### src/rtl/sum_numbers_pkg.sv
// Shared types and default widths for the sum_numbers arithmetic-series engine.
package sum_numbers_pkg;

   localparam int unsigned DEF_N_W   = 4;
   localparam int unsigned DEF_SUM_W = 7;

   typedef enum logic [1:0] {
      LOAD = 2'd0,
      ACC  = 2'd1,
      HOLD = 2'd2
   } state_t;

endpackage : sum_numbers_pkg

### src/rtl/sum_numbers_if.sv
// Bus bundle between the series engine and its producer/consumer.
interface sum_numbers_if
   import sum_numbers_pkg::*;
#(
   parameter int unsigned N_W   = DEF_N_W,
   parameter int unsigned SUM_W = DEF_SUM_W
);

   logic [N_W-1:0]   N;
   logic [SUM_W-1:0] rout;
   logic [SUM_W-1:0] temp;
   logic             done;

   modport master (output N, input rout, input temp, input done);
   modport slave  (input N, output rout, output temp, output done);

endinterface : sum_numbers_if

### src/rtl/sum_numbers.sv
// Computes 1 + 2 + ... + N with one adder, one addend per clock; restarts when N changes
// after a completed result.
module sum_numbers
   import sum_numbers_pkg::*;
#(
   parameter int unsigned N_W   = DEF_N_W,
   parameter int unsigned SUM_W = DEF_SUM_W
) (
   input  logic          clk,
   input  logic          rst_n,
   sum_numbers_if.slave  io_bus
);

   state_t           r_state;
   state_t           w_state_nxt;
   logic [N_W-1:0]   r_n_lat;
   logic [N_W-1:0]   r_cnt;
   logic [SUM_W-1:0] r_temp;
   logic [SUM_W-1:0] r_rout;
   logic             r_done;
   logic             w_last;
   logic [SUM_W-1:0] w_sum;

   assign w_last = (r_cnt == r_n_lat);
   // The single adder: next partial sum adds the upcoming addend cnt+1.
   assign w_sum  = r_temp + SUM_W'(r_cnt) + SUM_W'(1);

   // Next-state logic
   always_comb begin
      w_state_nxt = r_state;
      case (r_state)
         LOAD:    w_state_nxt = ACC;
         ACC:     if (w_last) w_state_nxt = HOLD;
         HOLD:    if (io_bus.N != r_n_lat) w_state_nxt = LOAD;
         default: w_state_nxt = LOAD;
      endcase
   end

   // State register
   always_ff @(posedge clk or negedge rst_n) begin
      if (!rst_n) r_state <= LOAD;
      else        r_state <= w_state_nxt;
   end

   // Datapath registers
   always_ff @(posedge clk or negedge rst_n) begin
      if (!rst_n) begin
         r_n_lat <= '0;
         r_cnt   <= '0;
         r_temp  <= '0;
         r_rout  <= '0;
         r_done  <= 1'b0;
      end else begin
         case (r_state)
            LOAD: begin
               r_n_lat <= io_bus.N;
               r_cnt   <= '0;
               r_temp  <= '0;
               r_done  <= 1'b0;
            end
            ACC: begin
               if (!w_last) begin
                  r_cnt  <= r_cnt + N_W'(1);
                  r_temp <= w_sum;
               end else begin
                  r_rout <= r_temp;
                  r_done <= 1'b1;
               end
            end
            HOLD:    r_done <= 1'b0;
            default: r_done <= 1'b0;
         endcase
      end
   end

   assign io_bus.rout = r_rout;
   assign io_bus.temp = r_temp;
   assign io_bus.done = r_done;

endmodule : sum_numbers

### src/flat_wrapper.sv
// flat-port wrapper written by rule: the top's interface ports become plain ports
module sum_numbers_flat import sum_numbers_pkg::*;
#(
   parameter int unsigned N_W   = DEF_N_W,
   parameter int unsigned SUM_W = DEF_SUM_W
)
  (clk, rst_n, io_bus_N, io_bus_rout, io_bus_temp, io_bus_done);
  sum_numbers_if #(.N_W(N_W), .SUM_W(SUM_W)) io_bus_i ();
  input  logic clk;
  input  logic rst_n;
  input wire logic [$bits(io_bus_i.N)-1:0] io_bus_N;
  output wire logic [$bits(io_bus_i.rout)-1:0] io_bus_rout;
  output wire logic [$bits(io_bus_i.temp)-1:0] io_bus_temp;
  output wire logic [$bits(io_bus_i.done)-1:0] io_bus_done;
  assign io_bus_i.N = io_bus_N;
  assign io_bus_rout = io_bus_i.rout;
  assign io_bus_temp = io_bus_i.temp;
  assign io_bus_done = io_bus_i.done;
  sum_numbers #(.N_W(N_W), .SUM_W(SUM_W)) u_core (.clk(clk), .rst_n(rst_n), .io_bus(io_bus_i));
endmodule
### config.mk
export PLATFORM = sky130hd
export DESIGN_NAME = sum_numbers_flat
export DESIGN_NICKNAME = d
export VERILOG_FILES = /design/src/rtl/sum_numbers_pkg.sv /design/src/rtl/sum_numbers_if.sv /design/src/rtl/sum_numbers.sv /design/src/flat_wrapper.sv
export SDC_FILE = /design/constraint.sdc
export NUM_CORES = 1
export LEC_CHECK = 0
export CORE_MARGIN = 2
export CORE_UTILIZATION = 50
export DETAILED_ROUTE_END_ITERATION = 10
export PLACE_DENSITY_LB_ADDON = 0.3
export SLEW_MARGIN = 20
export SYNTH_ARGS = -nofsm -noshare
export SYNTH_HDL_FRONTEND = slang
export SYNTH_SLANG_ARGS = --single-unit
### constraint.sdc
create_clock -name clk -period 5.4 [get_ports clk]
set_input_delay 1.08 -clock clk [delete_from_list [all_inputs] [get_ports clk]]
set_output_delay 1.08 -clock clk [all_outputs]
set_load 0.03 [all_outputs]
# After elaboration in Yosys (flattened, before gate mapping)
# Cells that the tools add are included.
[word_totals]
inputBits = 6
ff_bits = 25
[classes]
n_mux = 9
eq_ne = 7
addsub = 3
reduce_logical = 5
[op_table]
columns = ["op", "n"]
rows = [
  ["$pmux W7 S2", 1],
  ["$pmux W4 S2", 1],
  ["$add A7 B1 Y7 const B", 1],
  ["$add A7 B4 Y7", 1],
  ["$mux W7", 1],
  ["$pmux W2 S3", 1],
  ["$reduce_and A2 Y1", 3],
  ["$add A4 B1 Y4 const B", 1],
  ["$eq A4 B4 Y1", 1],
  ["$mux W2", 2],
  ["$mux W4", 1],
  ["$ne A2 B1 Y1 const B", 2],
  ["$ne A4 B4 Y1", 1],
  ["$eq A2 B1 Y1 const B", 1],
  ["$eq A2 B2 Y1 const B", 1],
  ["$logic_not A2 Y1", 1],
  ["$mux W1", 2],
  ["$ne A2 B2 Y1 const B", 1],
  ["$reduce_bool A2 Y1", 1],
]

# Longest topological paths before layout
# Gate-level depths: netlist of the first run.
[logic_depth]
ltp_word = 4
depth_mapped = 8

# Least setup slack after synthesis of the first run
# OpenSTA, ideal clock, no wires.
[synth_timing]
path_type = "reg-to-reg"
from = "register u_core.r_temp[0] (netlist: u_core.io_bus.temp[0])"
to = "register u_core.r_temp[6] (netlist: u_core.io_bus.temp[6])"
stages_incl_launch_ff = 9
required_ns = 5.276
n_path_buf = 0
setup_slack_ns = 3.364
t_arrival_ns = 1.912
setup_ns = 0.124
cell_sequence = "dfrtp_1 > inv_1 > ha_1 > inv_1 > fa_1 > a21o_1 > a21oi_1 > nor3_1 > a211o_1"
[synth_between]
elab_chain_len = 4
[synth_rtl]
columns = ["item", "line_no", "source"]
rows = [
  ["start, declared", "sum_numbers.sv:18", "logic [SUM_W-1:0] r_temp;"],
  ["start signal, assigned", "sum_numbers.sv:64", "r_temp <= w_sum;"],
  ["$add A7 B4 Y7", "sum_numbers.sv:26", "assign w_sum = r_temp + SUM_W'(r_cnt) + SUM_W'(1);"],
  ["$add A7 B1 Y7", "sum_numbers.sv:26", ""],
  ["$mux W7", "sum_numbers.sv:62", "if (!w_last) begin"],
  ["$pmux W7 S2", "sum_numbers.sv:54", "case (r_state)"],
]
# No other way between the ends. The select of a mux whose other input is x is not followed.
# A chain may end at the register's enable or synchronous reset.

# Worst setup path in the final report of the first run
[layout_timing]
from = "register u_core.r_temp[4] (netlist: u_core.io_bus.temp[4])"
to = "output io_bus_temp[4]"
[layout_rtl]
columns = ["item", "line_no", "source"]
rows = [
  ["end, declared", "flat_wrapper.sv:13", "output wire logic [$bits(io_bus_i.temp)-1:0] io_bus_temp;"],
]
# No word-level cell between the ends.

==> results of run 1 <==
-- cells in the mapped netlist, drive strengths merged --
cell / n / area, um2
dfrtp: 25 / 626
nand2: 15 / 58.8
mux2: 10 / 113
o21ai: 6 / 30.0
ha: 5 / 62.6
nor2: 5 / 18.8
xnor2: 5 / 43.8
a31o: 4 / 35.0
clkbuf: 4 / 15.0
xor2: 4 / 35.0
inv: 3 / 11.3
nand3: 3 / 15.0
o211ai: 3 / 22.5
a21oi: 2 / 10.0
nand3b: 2 / 15.0
nor2b: 2 / 12.5
or4: 2 / 15.0
a2111oi: 1 / 8.76
a211o: 1 / 8.76
a21o: 1 / 7.51
a221o: 1 / 10.0
a32o: 1 / 10.0
and3: 1 / 7.51
and4: 1 / 11.3
buf: 1 / 11.3
fa: 1 / 20.0
mux2i: 1 / 10.0
nand2b: 1 / 6.26
nand4: 1 / 6.26
nor3: 1 / 5.00
o2111ai: 1 / 8.76
o211a: 1 / 10.0
o21a: 1 / 7.51
o22ai: 1 / 6.26
o311a: 1 / 10.0
o31a: 1 / 8.76
o41ai: 1 / 8.76
or3: 1 / 6.26
-- worst paths after layout --
path	start	depth (start not counted)	end
min	u_core.io_bus.done	2	u_core.io_bus.done
min reg2reg	u_core.io_bus.done	2	u_core.io_bus.done
max in group asynchronous	rst_n	1	u_core.r_state[1]
max	u_core.io_bus.temp[4]	1	io_bus_temp[4]
min in group asynchronous	rst_n	1	u_core.io_bus.temp[4]
max reg2reg	u_core.r_cnt[0]	8	u_core.io_bus.temp[6]
-- sequential cells by signal (all words and copies together) (netlist names) --
name	cells
u_core.io_bus.rout	7
u_core.r_state	2
u_core.io_bus.done	1
u_core.io_bus.temp	7
u_core.r_n_lat	4
u_core.r_cnt	4
-- cells by family after synthesis --
group / synth area share
AOI/OAI and AO/OA: 0.153
DFF: 0.471
xor gates and xnor gates: 0.0594
muxes: 0.0924
and+or+nand+nor: 0.134
buffers and inverters: 0.0283
adders and majority gates: 0.0622
-- per-layer routing --
layer	wire (um)	up-vias	GRT usage
met5	0	-	0
met4	37	0	0.0732
met3	71	5	0.0351
met2	1350	20	0.347
met1	1190	516	0.237
li1	-	479	-
-- stage by stage --
step | std cells | hold slack, ps
floorplan | 121 | 532
global placement | 166 | 463
detailed placement | 166 | 471
CTS | 170 | 504
global route | 170 | 526
finish | 170 | 498
-- placed cells by master (no fill, tap or decap), drive strengths merged, types with 2 or more instances in the layout --
cell type,n
clkdlybuf4s50,19
nor2,5
nand2,15
xor2,4
xnor2,5
clkbuf,4
nor2b,2
o21ai,6
dfrtp,25
nand3,3
inv,3
nand3b,2
a21oi,2
or4,2
ha,5
a31o,4
mux2,10
o211ai,3
-- power by group --
part | total [mW] | switching (mW) | internal, mW
clock | 0.0845 | 0.0555 | 0.0289
combinational | 0.673 | 0.344 | 0.330
sequential | 0.391 | 0.113 | 0.279
-- final cells by class --
type	instances	area, um2
inverter	3	11.3
multi-input combinational	88	664
tap	30	37.5
timing repair buffer	20	195
fill	213	940
sequential	25	626
clock buffer	4	26.3
==> run summary, run 1 <==
CP required: 4320 ps
initial antenna violation count: 0
Post-Syn Nets: 133
DRC viols: 0
Power, Total: 1.15 mW
Overflow after GRT: 0
Core Region: 2500 um2
HPWL after DPL: 1900 um
crit start category: register
gpl congestion: 0.834
first-pass GRT wire length: 4800 um
crit-path leading delay family: buffers and inverters
Bufs and invs on worst path: 1
RSZ-0062 raised after global routing: no
mapped cell area: 1330 um2
routed via count: 1020
dpl cell area: 1540 um2
crit-path cells: clkdlybuf4s50_1
Placement Rows: 18
Routed WL: 2650 um
Clock Path Buffers: 2
Port Buffers: 20
All-Layer GR Usage: 0.196
final max-slew violation count: 0
pin count of the biggest net entering global routing: 26
Skew-Pair Late Insertion Delay: 320 ps
wire length per cell: 15.6 um
crit end category: output pin
CTS tree: built
pre-CTS setup slack: 2930 ps
initial core utilization: 0.531
Die Span Y: 55.5 um
max incr delay on CP: 710 ps
PostCTS Resize Cnt: 0
critical path's slowest cell: clkdlybuf4s50_1
clk slew on worst S/H paths: 130 ps
Setup Buffers After CTS: 0
Yosys reg bits: 25
power density cells: 737 nW/um2
Hold-fix buffers, CTS: 0
R2R Setup Slk: 3290 ps
maximum fanout along the worst path: 8
Area Growth Syn to Fin: 17.5%
number of global-route vias before repair: 1028
num ports: 21
syn avg cell area: 11.0 um2
Layout Utilization: 0.624
clock sinks: 25
htree depth: 1
setup TNS: 0 ps
CP Class: register to output pin
Slew @ Worst Pin: 586 ps
synth warn: 0
cell area after layout: 1560 um2
Max Cap Violations: 0
clk root buf: clkbuf_4
# diodes: 0
arrival time worst endpoint: 1520 ps
TritonRoute pass-1 iters: 4
Slew HR: 0.609
Leak: 0.689 nW
Max VDD drop: 0.402 mV
setup violators final: 0
sequential area share after synthesis: 0.471
Hold Crit Class: register to register
worst setup margin: 2800 ps
final hold violation count: 0
via/cell ratio: 6.00
Unique masters post-synth: 39
status: complete, no violations
DRT iter0 DRCs: 17
Die ar.: 3080 um2
post-route minimum period: 2600 ps
share of cells above drive strength 1: 0.150
number of nets in the layout: 153
cts bufs inserted: 3
skew final: 2.34 ps
post-route clock period utilization: 0.481
Antenna Nets Post-Route: 0
Post-Synthesis Cells: 121
f_max: 0.385 GHz
die width: 55.5 um
Note: power is estimated with default switching activity, not from simulation.
==> run 2: changes to the inputs <==
CORE_UTILIZATION = 47   (was 50)
clock period = 2.3 ns   (was 5.4 ns; I/O delays follow)
==> run summary, run 2 (same netlist as run 1, synthesis figures left out) <==
status: complete, no violations
HPWL after DPL: 1860 um (-2.3%)
PostCTS Resize Cnt: 0 (unchanged)
Area Growth Syn to Fin: 18.7%
Hold-fix buffers, CTS: 0 (unchanged)
skew final: 10.6 ps (+8.26 ps)
htree depth: 1 (unchanged)
fin cells: 172 (+1.2%)
routed via count: 1005 (-1.5%)
Worst Hold Slack: 479 ps (-19.3 ps)
max incr delay on CP: 470 ps (-240 ps)
initial core utilization: 0.490 (-0.0412)
# diodes: 0 (unchanged)
DRC viols: 0 (unchanged)
cell area after layout: 1580 um2 (+0.96%)
crit-path cells: inv_1 -> ha_1 -> inv_1 -> fa_1 -> a21o_1 -> a21oi_1 -> nor3_1 -> a211o_1
post-route minimum period: 2100 ps
setup violators final: 0 (unchanged)
Max VDD drop: 1.03 mV (+160%)
clk slew on worst S/H paths: 140 ps (about the same)
gpl congestion: 0.793 (-4.8%)
cts bufs inserted: 3 (unchanged)
num ports: 21 (unchanged)
Bufs and invs on worst path: 2 (+1)
power density cells: 1710 nW/um2 (+130%)
crit start category: register
final max-slew violation count: 0 (unchanged)
most common cell after layout, fill and taps aside: dfrtp_1
maximum fanout along the worst path: 5 (-3)
Slew @ Worst Pin: 584 ps (-2.24 ps)
Clock Path Buffers: 2 (unchanged)
critical path's slowest cell: dfrtp_1
Max Cap Violations: 0 (unchanged)
Die Span Y: 57.1 um (+2.9%)
TritonRoute pass-1 iters: 4 (unchanged)
number of nets in the layout: 154 (+0.65%)
Port Buffers: 20 (unchanged)
post-route clock period utilization: 0.913
die width: 57.1 um (+2.9%)
dpl cell area: 1550 um2 (+0.57%)
clock sinks: 25 (unchanged)
clk root buf: clkbuf_4
share of cells above drive strength 1: 0.156 (+0.00603)
Leak: 0.696 nW (+1.1%)
wire length per cell: 14.9 um (-4.2%)
Routed WL: 2560 um (-3.1%)
Skew-Pair Late Insertion Delay: 320 ps (about the same)
pin count of the biggest net entering global routing: 26 (unchanged)
DRT iter0 DRCs: 26 (+9)
final hold violation count: 0 (unchanged)
Placement Rows: 19 (+1)
Inst Count DP: 168 (+1.2%)
CTS tree: built
All-Layer GR Usage: 0.183 (-0.0128)
via/cell ratio: 5.84 (-2.6%)
number of global-route vias before repair: 1025 (-0.29%)
Most common cell on crit path: inv_1
CP Class: register to register
initial antenna violation count: 0 (unchanged)
Die ar.: 3270 um2 (+5.9%)
Overflow after GRT: 0 (unchanged)
Setup Buffers After CTS: 0 (unchanged)
crit end category: register
CP required: 2510 ps (-1810 ps)
arrival time worst endpoint: 2310 ps (+790 ps)
Core Region: 2710 um2 (+8.4%)
setup TNS: 0 ps (unchanged)
most frequent cells in the layout: dfrtp_1 (25), clkdlybuf4s50_1 (20), nand2_1 (14)
Hold Crit Class: input pin to asynchronous set/reset pin
first-pass GRT wire length: 4660 um (-2.9%)
Antenna Nets Post-Route: 0 (unchanged)
crit-path leading delay family: compound AO/OA/AOI/OAI gates
Slew HR: 0.611 (+0.00149)
RSZ-0062 raised after global routing: no
f_max: 0.476 GHz
-- run 2: changes by cell type in the layout (fill, tap and decap cells not counted) --
cell / change
buf_4: +1
clkdlybuf4s50_1: +1
buf_2: -1
clkinv_2: +1
clkbuf_1: -1
-- run 2: final timing paths --
path / start / to / slack [ps] / cells after the start
worst min register to register: u_core.io_bus.done / u_core.io_bus.done / 490 / 2
worst max-delay path: u_core.r_cnt[0] / u_core.io_bus.temp[6] / 200 / 8
min in group clk: u_core.io_bus.done / u_core.io_bus.done / 490 / 2
max in group asynchronous: rst_n / u_core.io_bus.temp[1] / 1580 / 2
worst max register to register: u_core.r_cnt[0] / u_core.io_bus.temp[6] / 200 / 8
worst min-delay path: rst_n / u_core.r_cnt[3] / 480 / 2
-- run 2: layout make-up --
type                            instances  area, um2
Sequential cell                        25        626
Clock buffer                            3       22.5
Tap cell                               31       38.8
Inverter                                3       11.3
Clock inverter                          1       5.00
Fill cell                             237       1130
Timing Repair Buffer                   21        208
Multi-Input combinational cell         88        664
-- run 2: where the power goes --
group          total (mW)  leakage, nW  internal [mW]  switching [mW]
Combinational        1.58        0.371          0.779           0.802
Sequential          0.920        0.308          0.655           0.265
Clock               0.193       0.0177         0.0651           0.128
-- run 2: per-layer routing --
metal,track usage,part of all wire,up-vias
li1,-,-,484
met1,0.252,0.46,500
met2,0.304,0.49,17
met3,0.0227,0.034,4
met4,0.0598,0.014,0
met5,0,0,-
-- run 2: metrics by stage --
step	total power [mW]	util	setup slack, ps
after CTS	2.72	0.581	205
after floorplan	2.05	-	264
after global placement	2.45	0.571	316
final	2.69	0.581	201
after global routing	2.95	0.581	58.8
after detailed placement	2.51	0.571	248
==> run 3: changes to the inputs <==
CORE_UTILIZATION = 49   (was 47)
CTS_BUF_LIST = sky130_fd_sc_hd__clkbuf_4   (was not set)
==> run summary, run 3 (same netlist as run 1, synthesis figures left out) <==
status: complete, no violations
share of cells above drive strength 1: 0.156 (unchanged)
gpl congestion: 0.803 (+1.3%)
sequential power share: 0.341 (about the same)
Clock Path Buffers: 2 (unchanged)
power density cells: 1720 nW/um2 (+0.63%)
Leak: 0.696 nW (unchanged)
Hold Crit Class: input pin to asynchronous set/reset pin
die width: 56.1 um (-1.9%)
setup TNS: 0 ps (unchanged)
Port Buffers: 20 (unchanged)
CP Class: register to register
Power, Total: 2.71 mW (+0.55%)
Area Growth Syn to Fin: 18.6% (about the same)
final max-slew violation count: 0 (unchanged)
arrival time worst endpoint: 2360 ps (+50 ps)
post-route minimum period: 2130 ps (+33.3 ps)
Die Span Y: 56.1 um (-1.9%)
Layout Utilization: 0.624 (+0.0428)
# diodes: 0 (unchanged)
number of nets in the layout: 154 (unchanged)
CTS tree: built
worst setup margin: 167 ps (-33.3 ps)
clk slew on worst S/H paths: 140 ps (about the same)
Placement Rows: 18 (-1)
htree depth: 1 (unchanged)
Hold-fix buffers, CTS: 0 (unchanged)
Clock Power Share: 0.075 (+0.003)
net switching power: 1.21 mW (+1.2%)
pre-CTS setup slack: 224 ps (-24.4 ps)
Antenna Nets Post-Route: 0 (unchanged)
routed via count: 1010 (+0.50%)
Overflow after GRT: 0 (unchanged)
setup violators final: 0 (unchanged)
skew final: 6.14 ps (-4.46 ps)
first-pass GRT wire length: 4640 um (-0.60%)
most common cell after layout, fill and taps aside: dfrtp_1
PostCTS Resize Cnt: 0 (unchanged)
via/cell ratio: 5.91 (+1.1%)
most frequent cells in the layout: dfrtp_1 (25), clkdlybuf4s50_1 (20), nand2_1 (14)
cts bufs inserted: 3 (unchanged)
final hold violation count: 0 (unchanged)
sw frac: 0.446 (+0.00272)
fin cells: 171 (-0.58%)
num ports: 21 (unchanged)
wire length per cell: 15.4 um (+3.0%)
Slew HR: 0.601 (-0.00941)
Max VDD drop: 1.01 mV (-1.8%)
Gate power share: 0.585 (-0.002)
f_max: 0.469 GHz (-1.6%)
CP required: 2530 ps (+20 ps)
Core Region: 2520 um2 (-6.9%)
initial core utilization: 0.526 (+0.0364)
Inst Count DP: 167 (-0.60%)
P_int: 1.50 mW (about the same)
clock sinks: 25 (unchanged)
Skew-Pair Late Insertion Delay: 330 ps (about the same)
pin count of the biggest net entering global routing: 26 (unchanged)
Die ar.: 3140 um2 (-3.8%)
initial antenna violation count: 0 (unchanged)
DRC viols: 0 (unchanged)
TritonRoute pass-1 iters: 4 (unchanged)
crit start category: register
Routed WL: 2630 um (+2.4%)
Setup Buffers After CTS: 0 (unchanged)
Slew @ Worst Pin: 598 ps (+14.1 ps)
crit end category: register
HPWL after DPL: 1850 um (-0.42%)
clk root buf: clkbuf_4
Max Cap Violations: 0 (unchanged)
post-route clock period utilization: 0.927 (+0.0145)
maximum fanout along the worst path: 5 (unchanged)
RSZ-0062 raised after global routing: no
All-Layer GR Usage: 0.186 (+0.00248)
DRT iter0 DRCs: 17 (-35%)
number of global-route vias before repair: 988 (-3.6%)
[run 3: layout make-up]
cell class | instances | area, um2
clock inverters | 1 | 5.00
flip-flops and latches | 25 | 626
clock buffers | 3 | 22.5
fillers | 218 | 948
well taps | 30 | 37.5
inverters | 3 | 11.3
repair buffers | 21 | 208
multi-input cells | 88 | 664
[run 3: path summary, 6_finish.rpt]
path                                     from  slack (ps)  cells after the start                     to
hold reg to reg            u_core.io_bus.done         500                      2     u_core.io_bus.done
hold / removal                          rst_n         470                      2  u_core.io_bus.rout[3]
min in group clk           u_core.io_bus.done         500                      2     u_core.io_bus.done
setup reg to reg              u_core.r_cnt[0]         170                      8  u_core.io_bus.temp[6]
setup / recovery              u_core.r_cnt[0]         170                      8  u_core.io_bus.temp[6]
max in group asynchronous               rst_n        1580                      2  u_core.io_bus.temp[1]
[run 3: through the flow]
| step | instance area, um2 | hold WS (ps) |
|---|---|---|
| 4_1_cts | 1570 | 482 |
| 3_3_place_gp | 1550 | 457 |
| 3_5_place_dp | 1550 | 475 |
| 6_report | 1570 | 475 |
| 5_1_grt | 1570 | 519 |
| 2_1_floorplan | 1330 | 164 |
[run 3: critical path, stage by stage (launching register included)]
cell and delay (ps):
dfrtp_1 480, inv_1 80, ha_1 160, inv_1 60, fa_1 410, a21o_1 200
a21oi_1 280, nor3_1 90, a211o_1 280
[run 3: power by group through the flow]
stage	clock, mW	sequential [mW]	combinational (mW)
6_report	0.203	0.923	1.58
5_1_grt	0.228	0.965	1.74
4_1_cts	0.210	0.928	1.59
3_5_place_dp	0	0.936	1.58
3_3_place_gp	0	0.916	1.53
2_1_floorplan	0	1.07	0.977
[run 3: per-layer routing]
layer / wire length [um] / track usage
met3: 98 / 0.0302
met4: 51 / 0.0816
met5: 0 / 0
met1: 1150 / 0.243
met2: 1320 / 0.303
==> patch: new RTL, flow settings as in run 2 <==
Set the package constant `DEF_N_W` to 6 (it was 4).
--- a/src/rtl/sum_numbers_pkg.sv
+++ b/src/rtl/sum_numbers_pkg.sv
@@ -1,7 +1,7 @@
 // Shared types and default widths for the sum_numbers arithmetic-series engine.
 package sum_numbers_pkg;
 
-   localparam int unsigned DEF_N_W   = 4;
+   localparam int unsigned DEF_N_W   = 6;
    localparam int unsigned DEF_SUM_W = 7;
 
    typedef enum logic [1:0] {
Ports: changed (resized io_bus_N); port bits go from 21 to 23. The function was not compared with the original's and may differ.
==> patch against run 2 <==
  * Clock skew decreased by 0.00097 ns
  * Sequential power increased by 17%
  * Critical endpoint unchanged
  * Final area increased by 25%
  * Worst setup slack got worse by 0.011 ns
  * Wire length increased by 26%
  * Final cell count increased by 27%
  * Power increased by 26%
  * Synthesized cell count increased by 21%
  * Critical path depth unchanged
  * Maximum frequency decreased by 0.53%
  * Via count increased by 21%
  * Synthesized area increased by 24%
  * Sequential cell count increased by 4
  * First-iteration DRC count increased by 12%
==> patch: results (changes against run 2) <==
status: completed
top cells by area, synth: dfrtp_1 44%, mux2_4 6.4%, ha_1 5.3%
Clock Skew: 0.00963 ns (-0.000971 ns)
crit-path max cell delay: 0.41 ns (-0.06 ns)
maximum VDD drop: 0.707 mV (-31%)
relative slew slack: 60.1% (-0.99 points)
slowest cell on the critical path: fa_1
worst hold path type: input port to asynchronous set/reset pin
worst r2r dst: u_core.io_bus.temp[6]
top post-synthesis cells by count: 29 x dfrtp_1, 8 x xor2_1, 7 x ha_1, 7 x mux2_4
port buffer count: 22 (+10%)
Filler cells: 311 (+31%)
vias after detailed routing: 1215 (+21%)
placed cell areas: 0.00191 sq mm (+24%)
crit-path max FO: 3 (-2)
worst hold margin: 0.502 ns (+0.0237 ns)
final wirelength: 3220 um (+26%)
vias in the first global route: 1260 (+23%)
number of H-tree levels: 2 (+1)
Synth Area in Compound Gates: 12.7% (-2.6 points)
largest net degree at the start of global routing: 30 (+15%)
GPL Wtd Cong: 0.760 (-4.2%)
post-synthesis mux area share: 11.7% (+2.4 points)
CP Data Arrival Time: 2.34 ns (+0.03 ns)
sequential cell area: 726 sq um (+16%)
fraction of layout cells with a size suffix above 1: 15.0% (-0.57 points)
TritonCTS buffer count: 5 (+2)
Pleak: 0.893 nW (+28%)
sequential-to-total area share from yosys stat: 44.0% (-3.1 points)
hpwl dp: 2290 um (+23%)
XOR/XNOR Fraction of Synth Area: 6.37% (+0.44 points)
Clk pin slew, worst setup/hold paths: 0.09 ns (-0.05 ns)
synthesized area per cell: 11.3 sq um (+3.0%)
Distinct cells, synth: 43 (+10%)
first-pass GRT wire length: 5630 um (+21%)
Synth Area in Adders: 6.53% (+0.30 points)
Post-Synthesis Net Count: 162 (+22%)
1st-iter DRT viols: 29 (+12%)
## patch: layer usage
layer / part of all wire, % / track usage [%]
met1: 42 / 21.1
met3: 4.7 / 4.11
met4: 2.0 / 8.15
met5: 0 / 0
met2: 51 / 31.5
## patch: power by group
group          internal, mW  total [mW]  switching, mW
combinational          1.03        2.01          0.979
sequential            0.772        1.08          0.306
clock                 0.144       0.307          0.163
total                  1.94        3.39           1.45
## patch: cell type report
cell class              count  area share, %
clock buffers               7           2.78
inverters                   6           1.14
multi-input cells         106           44.2
flip-flops and latches     29           36.7
well taps                  46           2.91
repair buffers             25           12.3
## patch: metrics by stage
step	instances	setup slack (ns)
2_1_floorplan	146	0.111
3_3_place_gp	211	0.200
3_5_place_dp	211	0.118
4_1_cts	218	0.0897
5_1_grt	219	-0.00999
6_report	219	0.189
## patch: what timing repair did
item / 4_1_cts / 5_1_grt
gates resized for setup: 0 / 1
buffers inserted: 0 / 1
hold buffers: 0 / 0
setup endpoints to repair: 0 / 1
